===== config.mk =====
export PLATFORM = sky130hd
export DESIGN_NAME = game_menu_fsm
export DESIGN_NICKNAME = d
export VERILOG_FILES = /design/src/rtl/game_menu_fsm.sv
export SDC_FILE = /design/constraint.sdc
export NUM_CORES = 1
export LEC_CHECK = 0
export CORE_MARGIN = 8
export CORE_UTILIZATION = 55
export DETAILED_ROUTE_END_ITERATION = 8
export PLACE_DENSITY_LB_ADDON = 0.15
export REMOVE_ABC_BUFFERS = 1
export SYNTH_ARGS = -nofsm -noshare
export SYNTH_HDL_FRONTEND = slang
export SYNTH_SLANG_ARGS = --single-unit

===== constraint.sdc =====
create_clock -name clk -period 3.6 [get_ports clk]
set_clock_uncertainty 0.15 [all_clocks]
set_input_delay 1.08 -clock clk [delete_from_list [all_inputs] [get_ports clk]]
set_output_delay 1.08 -clock clk [all_outputs]
set_load 0.02 [all_outputs]

===== src/rtl/game_menu_fsm.sv =====
// Top-level arcade flow controller: attract screen, game menu, confirm, play.
// All outputs are registered and reflect button pulses one cycle after they are sampled.
module game_menu_fsm #(
    parameter int unsigned NUM_GAMES      = 4,
    parameter int unsigned IDX_W          = 2,
    parameter int unsigned TIMEOUT_CYCLES = 1000000000,
    parameter int unsigned TO_W           = 30
) (
    input  logic                 clk,
    input  logic                 rst_n,
    input  logic                 btn_up_p,
    input  logic                 btn_down_p,
    input  logic                 btn_sel_p,
    input  logic                 btn_back_p,
    input  logic                 game_over,
    output logic [IDX_W-1:0]     sel_idx,
    output logic [IDX_W-1:0]     active_game,
    output logic                 game_en,
    output logic                 start_pulse,
    output logic [1:0]           state_out,
    output logic [NUM_GAMES-1:0] led_onehot
);

    typedef enum logic [1:0] {
        StAttract = 2'd0,
        StMenu    = 2'd1,
        StConfirm = 2'd2,
        StPlaying = 2'd3
    } state_e;

    localparam logic [IDX_W-1:0] LastIdx = IDX_W'(NUM_GAMES - 1);
    localparam logic [TO_W-1:0]  IdleMax = TO_W'(TIMEOUT_CYCLES - 1);

    state_e               state_q, state_d;
    logic [IDX_W-1:0]     sel_q, sel_d;
    logic [IDX_W-1:0]     act_q, act_d;
    logic [TO_W-1:0]      idle_q, idle_d;
    logic                 start_q, start_d;
    logic                 en_q;
    logic [NUM_GAMES-1:0] led_q, led_d;
    logic                 any_pulse;
    logic                 timeout;

    assign any_pulse = btn_up_p | btn_down_p | btn_sel_p | btn_back_p;
    assign timeout   = (idle_q == IdleMax) && !any_pulse;

    always_comb begin
        state_d = state_q;
        sel_d   = sel_q;
        act_d   = act_q;
        start_d = 1'b0;
        // The idle counter clears unless explicitly advanced below.
        idle_d  = '0;
        unique case (state_q)
            StAttract: begin
                if (any_pulse) state_d = StMenu;
            end
            StMenu: begin
                if (btn_back_p) begin
                    state_d = StAttract;
                end else if (btn_sel_p) begin
                    state_d = StConfirm;
                end else if (btn_up_p && !btn_down_p) begin
                    sel_d = (sel_q == LastIdx) ? '0 : sel_q + IDX_W'(1);
                end else if (btn_down_p && !btn_up_p) begin
                    sel_d = (sel_q == '0) ? LastIdx : sel_q - IDX_W'(1);
                end else if (timeout) begin
                    state_d = StAttract;
                end else if (!any_pulse) begin
                    idle_d = idle_q + TO_W'(1);
                end
            end
            StConfirm: begin
                if (btn_back_p) begin
                    state_d = StMenu;
                end else if (btn_sel_p) begin
                    state_d = StPlaying;
                    act_d   = sel_q;
                    start_d = 1'b1;
                end else if (timeout) begin
                    state_d = StMenu;
                end else if (!any_pulse) begin
                    idle_d = idle_q + TO_W'(1);
                end
            end
            StPlaying: begin
                if (btn_back_p || game_over) state_d = StMenu;
            end
            default: state_d = StAttract;
        endcase

        unique case (state_d)
            StAttract: led_d = '0;
            StPlaying: led_d = NUM_GAMES'(1) << act_d;
            default:   led_d = NUM_GAMES'(1) << sel_d;
        endcase
    end

    always_ff @(posedge clk) begin
        if (!rst_n) begin
            state_q <= StAttract;
            sel_q   <= '0;
            act_q   <= '0;
            idle_q  <= '0;
            start_q <= 1'b0;
            en_q    <= 1'b0;
            led_q   <= '0;
        end else begin
            state_q <= state_d;
            sel_q   <= sel_d;
            act_q   <= act_d;
            idle_q  <= idle_d;
            start_q <= start_d;
            en_q    <= (state_d == StPlaying);
            led_q   <= led_d;
        end
    end

    assign sel_idx     = sel_q;
    assign active_game = act_q;
    assign game_en     = en_q;
    assign start_pulse = start_q;
    assign state_out   = state_q;
    assign led_onehot  = led_q;

endmodule


-- After elaboration in Yosys (flattened, before gate mapping)
Cells that the tools add are included.
- register bits: 42
- input port bits: 7
- output and inout port bits: 12
- logic and storage cells: 66
- add/subtract/negate cells: 3
- equality and inequality tests: 6
- shifts and indexed selects: 2
- muxes and demuxes: 32
- bitwise gates (word level): 5
- reductions and logical operators: 11
- operator list (cell ; number):
    $mux 30 ; 8
    $pmux 30 s2 ; 1
    $mux 2 ; 20
    $add 30x1->30 const B ; 1
    $eq 30x30->1 const B ; 1
    $eq 2x2->1 const B ; 4
    $pmux 2 s4 ; 1
    $pmux 4 s2 ; 1
    $shl 1x2->4 const A ; 2
    $logic_not 2->1 ; 3
    $logic_and 1x1->1 ; 3
    $logic_not 1->1 ; 3
    $or 1x1->1 ; 3
    $reduce_or 3->1 ; 1
    $add 2x1->2 const B ; 1
    $eq 2x1->1 const B ; 1
    $not 1->1 ; 2
    $sub 2x1->2 const B ; 1
    $logic_or 1x1->1 ; 1
    $mux 1 ; 1

-- Longest topological paths before layout
Gate-level depths: netlist of run 1.
- word-level depth: 13
- mapped depth: 9
- mapped depth without buffers: 8

-- Worst setup path after synthesis of run 1
Ideal clock, no wire load.
- kind: input port to flip-flop
- start: input btn_sel_p
- end: register led_q[0], in the netlist led_onehot[0]
- arrival: 2465 ps
- setup slack: 911 ps
- stages: 6
- buffers on the path: 0
- cells stage by stage: nor4_4 > nand3_1 > nor4_2 > o211ai_2 > or3_1 > a31oi_1
- cells in the longest elaborated chain, start to end: 12
- elaborated cells between the ends (all ways): 25
- ends and longest elaborated chain (what ; RTL line ; source):
    start: declaration ; 13 ; input logic btn_sel_p,
    $or 1x1->1 (2 in series) ; 44 ; assign any_pulse = btn_up_p | btn_down_p | btn_sel_p | btn_back_p;
    $logic_not 1->1 ; n/a ;
    $logic_and 1x1->1 ; 45 ; assign timeout = (idle_q == IdleMax) && !any_pulse;
    $mux 2 ; 67 ; end else if (timeout) begin
    $mux 2 ; 65 ; end else if (btn_down_p && !btn_up_p) begin
    $mux 2 ; 63 ; end else if (btn_up_p && !btn_down_p) begin
    $mux 2 ; 61 ; end else if (btn_sel_p) begin
    $mux 2 ; 59 ; if (btn_back_p) begin
    $pmux 2 s4 ; 54 ; unique case (state_q)
    $eq 2x2->1 or $logic_not 2->1 (tied branches) ; 92 ; unique case (state_d)
    $pmux 4 s2 (*) ; 92 ;
    end signal: assignment ; 115 ; led_q <= led_d;
    end: declaration ; 40 ; logic [NUM_GAMES-1:0] led_q, led_d;
Mark *: on every way between the ends. The rest lies on a longest branch, timed or not.
A chain may end at the register's enable or synchronous reset.

-- Worst setup path in the final report of run 1
- start: input btn_back_p
- end: register led_q[0], in the netlist led_onehot[0]
- cells in the longest elaborated chain, start to end: 11
- elaborated cells between the ends (all ways): 24
- ends and longest elaborated chain (what ; RTL line ; source):
    start: declaration ; 14 ; input logic btn_back_p,
    $or 1x1->1 ; 44 ;
    $logic_not 1->1 ; n/a ;
    $logic_and 1x1->1 ; 45 ;
    $mux 2 ; 67 ;
    $mux 2 ; 65 ;
    $mux 2 ; 63 ;
    $mux 2 ; 61 ;
    $mux 2 ; 59 ;
    $pmux 2 s4 ; 54 ;
    $eq 2x2->1 or $logic_not 2->1 (tied branches) ; 92 ;
    $pmux 4 s2 (*) ; 92 ;
Marked as above.

==> results of run 1 <==
Yosys cell counts, drive strengths merged, types with 2 or more instances:
cell type / count / area (um^2)
nand3b: 3 / 22.5
or3: 6 / 42.5
xnor2: 17 / 149
o21ai: 8 / 40.0
clkbuf: 4 / 15.0
nand3: 12 / 65.1
nand2: 16 / 60.1
nor4bb: 2 / 20.0
and2: 5 / 31.3
nand4: 8 / 71.3
nor3: 7 / 35.0
a311oi: 2 / 17.5
nor2b: 2 / 12.5
a31oi: 2 / 12.5
and4: 2 / 18.8
nor4b: 2 / 17.5
xor2: 9 / 78.8
mux2i: 2 / 20.0
dfxtp: 42 / 841
ha: 7 / 87.6
and3: 9 / 56.3
nor2: 42 / 158
a211oi: 3 / 27.5
a21oi: 3 / 15.0
nor4: 7 / 71.3
nand4b: 3 / 26.3
nor3b: 4 / 35.0
inv: 13 / 48.8
stage by stage:
stage / hold WS [ns] / total power, W / instance area [um^2] / utilization / cells
floorplan: 0.280 / 0.000524 / 2140 / - / 245
global placement: 0.296 / 0.000556 / 2410 / 0.621 / 317
detailed placement: 0.314 / 0.000556 / 2410 / 0.621 / 317
CTS: 0.326 / 0.000871 / 2510 / 0.646 / 325
global route: 0.352 / 0.000897 / 2510 / 0.646 / 325
finish: 0.327 / 0.000860 / 2510 / 0.646 / 325
sequential cells by signal (all words and copies together), names as in the netlist:
| register | count |
|---|---|
| state_out | 2 |
| idle_q | 30 |
| game_en | 1 |
| start_pulse | 1 |
| active_game | 2 |
| led_onehot | 4 |
| sel_idx | 2 |
cells by family (layout without fill, tap and decap cells):
group	Yosys count	after routing	synth area share
and+or+nand+nor	131	131	0.346
DFF	42	42	0.388
buffers and inverters	18	43	0.0346
AOI/OAI and AO/OA	24	24	0.0768
muxes	2	2	0.00924
xor gates and xnor gates	26	26	0.105
adders and majority gates	7	7	0.0404
worst max-delay path, stage by stage:
cell	delay [ns]
clkdlybuf4s50_1	0.54
nor4_4	0.35
nand3_1	0.15
nor4_2	0.29
o211ai_2	0.21
or3_1	0.41
a31oi_1	0.16
how the worst max path moves through the flow:
stage,endpoint,slack [ns],cells after the start
after floorplan,led_onehot[2],0.78,6
after global placement,led_onehot[0],0.24,7
after detailed placement,led_onehot[0],0.19,7
after CTS,led_onehot[0],0.50,7
after global routing,led_onehot[0],0.39,7
final,led_onehot[0],0.49,7
layout make-up:
class | count | area, um^2 | share of cell area
clock inverters | 2 | 12.5 | 0.00499
multi-input cells | 190 | 1250 | 0.499
inverters | 13 | 48.8 | 0.0195
repair buffers | 22 | 210 | 0.0838
well taps | 50 | 62.6 | 0.0249
clock buffers | 6 | 82.6 | 0.0329
flip-flops and latches | 42 | 841 | 0.335
layer usage:
layer / vias up / wire length, um
li1: 917 / -
met1: 784 / 2040
met2: 28 / 1920
met3: 6 / 202
met4: 0 / 64
met5: - / 0
power groups by stage:
stage               combinational [W]  clock (W)  sequential, W
global placement            0.0000724          0       0.000483
finish                      0.0000731   0.000314       0.000472
global route                0.0000809   0.000343       0.000473
CTS                         0.0000732   0.000325       0.000472
detailed placement          0.0000728          0       0.000483
floorplan                   0.0000359          0       0.000488
==> metrics.md, run 1 <==
| Metric | Value |
|---|---|
| Least-Margin Pin Slew | `0.553 ns` |
| Die Ht | `slightly below 80 um` |
| Setup crit end kind | `flip-flop` |
| Cts hold-fix bufs | `0` |
| Switching share of total power | `0.237` |
| CP startpoint kind | `input port` |
| Fin crit share | `0.863` |
| DRC | `0` |
| Drt total wl | `~4200 um` |
| Status | `complete, no violations` |
| Post-synth EDFFs | `0` |
| Synth Flop Type | `dfxtp_1` |
| Flop-to-flop setup slack | `roughly 1.2 ns` |
| Clk network pwr share | `0.366` |
| Arrival time worst endpoint | `approximately 3.2 ns` |
| Grt met2 use | `0.225` |
| GR Layer Usage met3 | `0.0429` |
| Tmin final | `about 3.1 ns` |
| Cell Pwr Density | `approximately 340 nW/um^2` |
| Final WS setup | `about 0.5 ns` |
| Cell depth of the worst flop-to-flop path | `7` |
| Clk pin slew, worst setup/hold paths | `0.08 ns` |
| Highest-count cells in the layout ignoring fill and taps | `nor2_1, dfxtp_1, clkdlybuf4s50_1, xnor2_1, nand2_1` |
| Reg2reg end | `led_onehot[0]` |
| Reg2reg start | `state_out[1]` |
| Postcts setup bufs | `0` |
| Global Route met1 Usage | `0.172` |
| Drt first-iter violations | `70` |
| Total CTS buffers | `5` |
| GRT Residual Overflow | `0` |
| Final hold vios | `0` |
| Final setup fails | `0` |
| Min-Delay Endpoint | `idle_q[0]` |
| Filler instances | `340` |
| Area growth, synth to finish | `15.8%` |
| Post-cts resize count | `0` |
| Die W | `slightly below 80 um` |
| Clock Tree Root | `clkbuf_8` |
| Vias per cell | `around 5.3` |
| CTS H-tree depth | `2` |
| Sequential area share after synthesis | `0.388` |
| Antenna-violating nets left | `0` |
| CORE AREA | `slightly below 4000 um^2` |
| Yosys cell types | `45` |
| Sequential share of power | `0.549` |
| Synth Cell Area | `around 2200 um^2` |
| Mapped Cells | `250` |
| N_diodes | `0` |
| Min-Delay Startpoint | `idle_q[0]` |
| CTS tree | `done` |
| Sink Count | `between 40 and 50` |
| Hold path depth | `1` |
| Worst setup path startpoint | `btn_back_p` |
| Crit path kind | `input port to flip-flop` |
| Drt first pass iters | `5` |
| Starting density of the core | `0.558` |
| Final Slew Violations | `0` |
| Port-buffer cells | `18` |
| Syn avg cell area | `around 8.7 um^2` |
| Number of max-cap violations | `0` |
| Gr busiest metal | `met2` |
| Synth warn | `0` |
| Largest net degree at the start of global routing | `31` |
| Pre-CTS setup slack | `0.188 ns` |
| Clock Path Buffers | `2` |
| DIE AREA | `between 6000 and 7000 um^2` |
| Synth async-reset ratio | `0` |
| Nets | `about 290` |
| Worst hold-check path type | `flip-flop to flip-flop` |
| Initial antenna violation count | `0` |
| P_sw | `slightly above 0.0002 W` |
| Synth Register Bits | `42` |
| Worst relative slew slack | `0.628` |
| Via count | `around 1,700` |
| Setup TNS | `0 ns` |
| CP Max Fanout | `9` |
| P_int | `roughly 0.00066 W` |
| RSZ-0062 raised after global routing | `no` |
| Share of cells above drive strength 1 | `0.0836` |
| Vias in the first global route | `around 1,600` |
| Routability cong. | `between 0.8 and 0.9` |
| Clk_lat worst skew | `approximately 0.29 ns` |
| Total GRT Usage | `0.140` |
| Detail Placement HPWL | `3100 um` |
| Fmax | `~0.32 GHz` |
| First-pass GRT wire length | `between 7000 and 8000 um` |
| CP required | `roughly 3.7 ns` |
| IO Pins | `19` |
| Max IR drop VDD | `0.255 mV` |
| Drt wl/cell | `between 10 and 15 um` |
| Leak | `approximately 0.84 nW` |
| Logic pwr share | `0.085` |
| Cell Rows | `23` |
Note: power is estimated with default switching activity, not from simulation.
==> run 2: changes to the inputs <==
- CORE_UTILIZATION: 55 -> 50
==> run 2 against run 1 <==
Compared with the run above: via count up 1.4%; critical path depth unchanged; die area up 7.9%; first-iteration DRC count up 11%; critical path type unchanged; power down 0.97%; register-to-register slack about the same; wire length up 2.1%; non-clock buffer count unchanged; sequential power about the same; setup slack worse by 0.017 ns; global-route usage up 0.32 points.
==> metrics.md, run 2 (synthesized netlist as in run 1, its figures left out) <==
| Metric | Value |
|---|---|
| Fin crit share | `0.868` |
| Slowest cell on the critical path | `clkdlybuf4s50_1` |
| Starting density of the core | `0.508` |
| Die Ht | `about 82 um` |
| Pre-CTS setup slack | `0.175 ns` |
| Vias in the first global route | `approximately 1,700` |
| Drt total wl | `about 4300 um` |
| CP max stage delay | `0.55 ns` |
| Flop-to-flop setup slack | `1.14 ns` |
| RSZ-0062 raised after global routing | `no` |
| Leak | `0.836 nW` |
| Min Hold Slack | `between 0.3 and 0.4 ns` |
| Drt wl/cell | `approximately 13 um` |
| Port-buffer cells | `18` |
| Share of cells above drive strength 1 | `0.0836` |
| GRT Residual Overflow | `0` |
| Antenna-violating nets left | `0` |
| Final WS setup | `approximately 0.48 ns` |
| Arrival time worst endpoint | `3.21 ns` |
| First-pass GRT wire length | `around 7600 um` |
| Clk_lat worst skew | `~0.3 ns` |
| Final setup fails | `0` |
| Total CTS buffers | `5` |
| Filler instances | `slightly below 400` |
| Worst setup path startpoint | `btn_back_p` |
| Detail Placement HPWL | `approximately 3200 um` |
| N_diodes | `0` |
| Highest-count cells in the layout ignoring fill and taps | `nor2_1, dfxtp_1, clkdlybuf4s50_1, xnor2_1, nand2_1` |
| Via count | `1,759` |
| Nets | `288` |
| Least-Margin Pin Slew | `approximately 0.57 ns` |
| Area growth, synth to finish | `15.6%` |
| Status | `complete, no violations` |
| CP cell instances | `clkdlybuf4s50_1 -> nor4_4 -> nand3_1 -> nor4_2 -> o211ai_2 -> or3_1 -> a31oi_1` |
| Drt first-iter violations | `78` |
| CP required | `approximately 3.7 ns` |
| CP Max Fanout | `8` |
| Drt first pass iters | `4` |
| Worst hold-check path type | `flip-flop to flip-flop` |
| Die W | `81.8 um` |
| Crit path kind | `input port to flip-flop` |
| Setup crit end kind | `flip-flop` |
| Fmax | `approximately 0.32 GHz` |
| Cell depth of the worst flop-to-flop path | `7` |
| Cell Rows | `24` |
| Final Instance Area | `2510 um^2` |
| Post-cts resize count | `0` |
| Final hold vios | `0` |
| IO Pins | `19` |
| CTS tree | `done` |
| Final Power | `~0.00085 W` |
| DRC | `0` |
| Clock Tree Root | `clkbuf_8` |
| Setup TNS | `0 ns` |
| Number of max-cap violations | `0` |
| CORE AREA | `~4300 um^2` |
| Vias per cell | `around 5.4` |
| CTS H-tree depth | `2` |
| Clk pin slew, worst setup/hold paths | `approximately 0.09 ns` |
| Clock Path Buffers | `2` |
| Tmin final | `approximately 3.1 ns` |
| Reg2reg start | `state_out[1]` |
| Initial antenna violation count | `0` |
| Largest register by flop count | `idle_q` |
| Final Slew Violations | `0` |
| Reg2reg end | `led_onehot[0]` |
| Worst relative slew slack | `0.618` |
| Postcts setup bufs | `0` |
| Max FFs per register | `30` |
| CP startpoint kind | `input port` |
| Largest net degree at the start of global routing | `31` |
| Sink Count | `42` |
| Max IR drop VDD | `roughly 0.22 mV` |
| Total GRT Usage | `0.143` |
| Cell Pwr Density | `around 340 nW/um^2` |
| Routability cong. | `around 0.9` |
| Cts hold-fix bufs | `0` |
| Post-DP Area | `between 2000 and 2500 um^2` |
| Critical Path End | `led_onehot[0]` |
| DIE AREA | `6700 um^2` |
[run 2: changes by cell type in the layout (fill, tap and decap cells not counted)]
cell      change
clkbuf_8      -1
clkinv_4      +1
[run 2: metrics by stage]
step | utilization | instances
after floorplan | - | 245
after global placement | 0.567 | 319
after detailed placement | 0.567 | 319
after CTS | 0.588 | 327
after global routing | 0.588 | 327
final | 0.588 | 327
[run 2: final cells by class]
cell class | instances | area (um^2) | area share
clock buffers | 5 | 68.8 | 0.0275
clock inverters | 3 | 21.3 | 0.00849
inverters | 13 | 48.8 | 0.0195
multi-input cells | 190 | 1250 | 0.499
flip-flops and latches | 42 | 841 | 0.335
well taps | 52 | 65.1 | 0.0260
repair buffers | 22 | 210 | 0.0839
[run 2: worst min path at each step]
| stage | start | endpoint | slack [ns] | depth (start not counted) |
|---|---|---|---|---|
| 4_1_cts | idle_q[0] | idle_q[0] | 0.33 | 1 |
| 3_3_place_gp | idle_q[0] | idle_q[0] | 0.30 | 1 |
| 3_5_place_dp | idle_q[0] | idle_q[0] | 0.31 | 1 |
| 6_report | idle_q[0] | idle_q[0] | 0.33 | 1 |
| 5_1_grt | idle_q[0] | idle_q[0] | 0.35 | 1 |
| 2_1_floorplan | idle_q[0] | idle_q[0] | 0.28 | 1 |
[run 2: per-layer routing]
metal  routed length [um]  GRT usage
met1                 2040      0.172
met2                 1980      0.234
met3                  235     0.0449
met4                   67     0.0561
met5                    0          0
[run 2: where the power goes]
group / internal (W) / switching (W)
Clock: 0.000136 / 0.000169
Sequential: 0.000468 / 0.00000389
Combinational: 0.0000329 / 0.0000403
Total: 0.000638 / 0.000214
[run 2: worst max-delay path, delay by kind of cell]
| kind | cells | cell delay, ns |
|---|---|---|
| AO/OA/AOI/OAI | 2 | 0.36 |
| buffers and inverters | 1 | 0.55 |
| AND/OR/NAND/NOR | 4 | 1.22 |
